$ cat src/rtl/riscv_mem_pkg.sv
// Shared types and constants for the two-port (instruction/data) memory arbiter.
package riscv_mem_pkg;

  typedef enum logic [1:0] {
    IDLE = 2'd0,
    BUSY = 2'd1,
    RESP = 2'd2
  } state_e;

  localparam logic PORT_I = 1'b0;
  localparam logic PORT_D = 1'b1;

  localparam int DEFAULT_TIMEOUT = 16;
  // Wait counter is wide enough for the largest allowed TIMEOUT (255).
  localparam int WAIT_W = 8;

endpackage

$ cat src/rtl/rr_arbiter2.sv
// Two-way round-robin pick: a lone request wins, a tie goes to the port not granted last.
module rr_arbiter2
  import riscv_mem_pkg::*;
(
  input  logic [1:0] req,
  input  logic       last_grant,
  output logic [1:0] gnt
);

  always_comb begin
    gnt = req;
    if (&req) begin
      gnt = (last_grant == PORT_D) ? 2'b01 : 2'b10;
    end
  end

endmodule

$ cat src/rtl/riscv_mem_arbiter.sv
// Shares one memory port between an instruction and a data requester.
// IDLE issues a registered access, BUSY waits for mem_ready or timeout, RESP pulses ack.
module riscv_mem_arbiter
  import riscv_mem_pkg::*;
#(
  parameter int AW      = 32,
  parameter int DW      = 32,
  parameter int TIMEOUT = DEFAULT_TIMEOUT
) (
  input  logic          clk,
  input  logic          rst,
  input  logic          i_req,
  input  logic [AW-1:0] i_addr,
  output logic          i_ack,
  output logic [DW-1:0] i_rdata,
  output logic          i_err,
  input  logic          d_req,
  input  logic          d_we,
  input  logic [AW-1:0] d_addr,
  input  logic [DW-1:0] d_wdata,
  input  logic [3:0]    d_be,
  output logic          d_ack,
  output logic [DW-1:0] d_rdata,
  output logic          d_err,
  output logic          mem_en,
  output logic          mem_we,
  output logic [AW-1:0] mem_addr,
  output logic [DW-1:0] mem_wdata,
  output logic [3:0]    mem_be,
  input  logic [DW-1:0] mem_rdata,
  input  logic          mem_ready
);

  localparam logic [WAIT_W-1:0] WAIT_LAST = WAIT_W'(TIMEOUT - 1);

  state_e              state_q;
  logic [WAIT_W-1:0]   wait_q;
  logic                last_grant_q;
  logic                winner_q;
  logic                mem_en_q, mem_we_q;
  logic [AW-1:0]       mem_addr_q;
  logic [DW-1:0]       mem_wdata_q;
  logic [3:0]          mem_be_q;
  logic                i_ack_q, i_err_q, d_ack_q, d_err_q;
  logic [DW-1:0]       i_rdata_q, d_rdata_q;
  logic [1:0]          gnt;
  logic                done;

  rr_arbiter2 u_rr (
    .req        ({d_req, i_req}),
    .last_grant (last_grant_q),
    .gnt        (gnt)
  );

  // Ready wins over a coincident timeout, so it alone decides err and data.
  assign done = mem_ready || (wait_q == WAIT_LAST);

  always_ff @(posedge clk) begin
    if (rst) begin
      state_q      <= IDLE;
      wait_q       <= '0;
      last_grant_q <= PORT_D;
      winner_q     <= PORT_I;
      mem_en_q     <= 1'b0;
      mem_we_q     <= 1'b0;
      mem_addr_q   <= '0;
      mem_wdata_q  <= '0;
      mem_be_q     <= '0;
      i_ack_q      <= 1'b0;
      i_err_q      <= 1'b0;
      i_rdata_q    <= '0;
      d_ack_q      <= 1'b0;
      d_err_q      <= 1'b0;
      d_rdata_q    <= '0;
    end else begin
      case (state_q)
        IDLE: begin
          if (|gnt) begin
            state_q      <= BUSY;
            mem_en_q     <= 1'b1;
            wait_q       <= '0;
            winner_q     <= gnt[1];
            last_grant_q <= gnt[1];
            if (gnt[1]) begin
              mem_we_q    <= d_we;
              mem_addr_q  <= d_addr;
              mem_wdata_q <= d_wdata;
              mem_be_q    <= d_be;
            end else begin
              mem_we_q    <= 1'b0;
              mem_addr_q  <= i_addr;
              mem_wdata_q <= '0;
              mem_be_q    <= 4'hF;
            end
          end
        end
        BUSY: begin
          if (done) begin
            state_q  <= RESP;
            mem_en_q <= 1'b0;
            if (winner_q == PORT_D) begin
              d_ack_q   <= 1'b1;
              d_err_q   <= ~mem_ready;
              d_rdata_q <= mem_ready ? mem_rdata : '0;
            end else begin
              i_ack_q   <= 1'b1;
              i_err_q   <= ~mem_ready;
              i_rdata_q <= mem_ready ? mem_rdata : '0;
            end
          end else begin
            wait_q <= wait_q + 1'b1;
          end
        end
        RESP: begin
          state_q <= IDLE;
          i_ack_q <= 1'b0;
          i_err_q <= 1'b0;
          d_ack_q <= 1'b0;
          d_err_q <= 1'b0;
        end
        default: state_q <= IDLE;
      endcase
    end
  end

  assign mem_en    = mem_en_q;
  assign mem_we    = mem_we_q;
  assign mem_addr  = mem_addr_q;
  assign mem_wdata = mem_wdata_q;
  assign mem_be    = mem_be_q;
  assign i_ack     = i_ack_q;
  assign i_err     = i_err_q;
  assign i_rdata   = i_rdata_q;
  assign d_ack     = d_ack_q;
  assign d_err     = d_err_q;
  assign d_rdata   = d_rdata_q;

endmodule

$ cat config.mk
export PLATFORM = sky130hd
export DESIGN_NAME = riscv_mem_arbiter
export DESIGN_NICKNAME = d
export VERILOG_FILES = /design/src/rtl/riscv_mem_pkg.sv /design/src/rtl/rr_arbiter2.sv /design/src/rtl/riscv_mem_arbiter.sv
export SDC_FILE = /design/constraint.sdc
export NUM_CORES = 1
export LEC_CHECK = 0
export CAP_MARGIN = 10
export CORE_ASPECT_RATIO = 1.1
export CORE_MARGIN = 2
export CORE_UTILIZATION = 43
export DETAILED_ROUTE_END_ITERATION = 7
export PLACE_DENSITY_LB_ADDON = 0.1
export SYNTH_ARGS = -nofsm -noshare
export SYNTH_HDL_FRONTEND = slang
export SYNTH_SLANG_ARGS = --single-unit
$ cat constraint.sdc
create_clock -name clk -period 3.68 [get_ports clk]
set_input_delay 0.736 -clock clk [delete_from_list [all_inputs] [get_ports clk]]
set_output_delay 0.736 -clock clk [all_outputs]
set_load 0.1 [all_outputs]
==> impl_metrics.py <==
metrics = {
    "die": {
        "pin_count": 276,
        "core_mm2": 0.0125,
        "rows": 43,
        "die_h_um": 122,
        "die_w_um": 112,
        "die_area_mm2": 0.0136,
        "initial_core_util": 0.436,
    },
    "sta": {
        "finalHoldViolCount": 0,
        "post-route-min-period_ps": 2690,
        "fin_crit_sh": 0.732,
        "fin_skew_ps": 4.37,
        "drv_slew": 0,
        "rsz0062_at_grt": "false",
        "setup_violations": 0,
        "setup_tns_ps": 0,
        "max-slew-margin-rel": 0.303,
        "finalHoldWorstSlack_ps": 462,
        "fin_ws_ps": 987,
        "tightestPinTransition_ps": 1040,
        "max_freq_ghz": 0.371,
    },
    "pwr": {
        "power.total_mw": 4.84,
        "p_int_mw": 3.27,
        "clock_power_share": 0.370,
        "sequentialPowerShare": 0.366,
        "combPwrFrac": 0.263,
        "power.leakage_nw": 3.28,
        "p_sw_frac": 0.324,
        "peakVddDrop_mv": 0.372,
        "power_density_mw_per_mm2": 543,
        "p_sw_mw": 1.57,
    },
    "global_route": {
        "grt_max_degree": 65,
        "antenna_found_initial": 0,
        "first_global_vias": 4961,
        "grt_overflow": 0,
        "grt_pass1_wl_um": 24800,
        "grt_usage": 0.227,
    },
    "worst_setup_path": {
        "cp.required_ps": 2940,
        "cp_slowest_stage_delay_ps": 1170,
        "critPathTopFamily": "buffers and inverters",
        "worstSetupPathType": "flop to output pin",
        "path_buf_inv": 1,
        "crit_slowest_cell": "clkdlybuf4s50_1",
        "critPathLaunch": "d_err",
        "worstPathCellList": "clkdlybuf4s50_1",
        "cp_max_fo": 4,
        "reg2reg_slack_ps": 1500,
        "worst_ep_arrival_time_ps": 1960,
        "cp-start-kind": "flop",
        "critPathCaptureType": "output pin",
        "r2r_start": "state_q[1]",
    },
    "drt": {
        "vias": 5146,
        "route.antenna.remaining_nets": 0,
        "drt_iter0_markers": 331,
        "wl_per_cell_um": 16.8,
        "drtPass1Iterations": 5,
        "drc": 0,
        "routed_wl_um": 15900,
        "vias_per_cell": 5.45,
    },
    "layout": {
        "final_cells": 944,
        "post-route-util": 0.712,
        "area_growth_pct": 63.1,
        "layout.nets": 915,
        "fillerInstances": 952,
        "finalInstanceArea_mm2": 0.00892,
        "num_antenna_cells": 0,
        "layout-drive-gt1-share": 0.0610,
    },
    "placed_design": {
        "dp_hpwl_um": 11400,
        "gp_congestion": 0.842,
        "dp_cells": 914,
        "io_buffers": 275,
        "placed_cell_area_mm2": 0.00830,
        "dp_worst_setup_slack_ps": 974,
    },
    "yosys": {
        "synth_edf_count": 0,
        "syn_nets": 663,
        "netlist_area_mm2": 0.00547,
        "synth.most_common_cell": "dfxtp_1",
        "async_flop_share": 0,
        "yosys-top-cells-area": "dfxtp_1 (55%), a32o_1 (12%), mux2i_1 (6.2%)",
        "synth_cell_type_count": 39,
        "ys_seq_elements": 150,
        "synth_top_area_frac": 0.549,
        "synthesis.instances": 524,
        "yosys_most_used_dff": "dfxtp_1",
        "syn_avg_cell_area_um2": 10.4,
        "synth_warnings": 0,
        "yosysSeqAreaShare": 0.549,
        "yosys.area.top_type": "dfxtp_1",
        "synth_common_cells": "dfxtp_1 (150), nor2_1 (83), a32o_1 (64)",
    },
    "hold_path": {
        "min_path_type": "flop to flop",
        "holdCritStartpoint": "d_rdata[6]",
    },
    "cts": {
        "path_clk_slew_ps": 60,
        "cts_hold_buffers": 0,
        "root_buffer": "clkbuf_16",
        "cts_resized": 0,
        "htreeDepth": 4,
        "clock-sinks": 150,
        "cts_buffer_depth": 2,
        "cts_buffers": 17,
        "cts_tree": "done",
        "cts_setup_buffers": 0,
        "clock_latency_ps": 410,
    },
    "status": {
        "status": "finished clean",
    },
    "run": {
        "drv_cap": 0,
    },
}
path summary, 6_finish.rpt:
check                                    end  depth (start not counted)
worst max-delay path                   d_err                          1
worst min-delay path              d_rdata[6]                          1
worst max register to register  mem_addr[15]                          5
worst min register to register    d_rdata[6]                          1
worst register-to-register path: cells and delay by family, from the launching register on:
kind            cells  cell delay [ps]
flops               1              420
simple gates        2              390
compound gates      2              880
buf+inv             1              410
flip-flops by register name, indices dropped and copies added (netlist names):
register      count
mem_wdata        32
d_rdata          32
d_err             1
mem_be            4
last_grant_q      1
mem_en            1
state_q           2
i_rdata          32
mem_addr         32
mem_we            1
winner_q          1
d_ack             1
i_ack             1
wait_q            8
i_err             1
final cells by class:
cell class | count | area [um^2] | area share
Sequential cell | 150 | 3000 | 0.336
Timing Repair Buffer | 286 | 2830 | 0.317
Inverter | 3 | 11.3 | 0.00126
Clock inverter | 9 | 150 | 0.0168
Clock buffer | 21 | 470 | 0.0527
Multi-Input combinational cell | 318 | 2260 | 0.254
Tap cell | 157 | 196 | 0.0220
power by group through the flow:
| stage | clock [mW] | sequential (mW) | combinational, mW |
|---|---|---|---|
| floorplan | 0 | 2.42 | 0.261 |
| global placement | 0 | 1.80 | 1.26 |
| detailed placement | 0 | 1.81 | 1.27 |
| CTS | 1.83 | 1.77 | 1.28 |
| global route | 1.90 | 1.78 | 1.33 |
| finish | 1.79 | 1.77 | 1.28 |
per-layer routing:
| layer | vias up | share of wire | track usage |
|---|---|---|---|
| met4 | 0 | 0.029 | 0.106 |
| met3 | 31 | 0.078 | 0.0805 |
| met2 | 212 | 0.50 | 0.387 |
| met1 | 2412 | 0.39 | 0.255 |
| met5 | - | 0 | 0 |
| li1 | 2491 | - | - |
kinds of logic after synthesis:
group	Yosys count	synth area share
multiplexers	34	0.0622
AND/OR/NAND/NOR	121	0.0981
flip-flops	150	0.549
AO/OA/AOI/OAI	162	0.245
buffers and inverters	56	0.0437
adder cells (fa/ha/maj)	1	0.00229
layout by cell type, fill, tap and decap left out, types with 7 or more instances in the layout:
cell and count:
clkbuf_16 17, mux2i_1 34, a21oi_1 9, a22oi_1 35
clkdlybuf4s50_1 274, buf_4 11, a32o_1 64, a211oi_1 33
nor2_1 82, dfxtp_1 150, nor3_1 7
(Power assumes the default switching activity.)
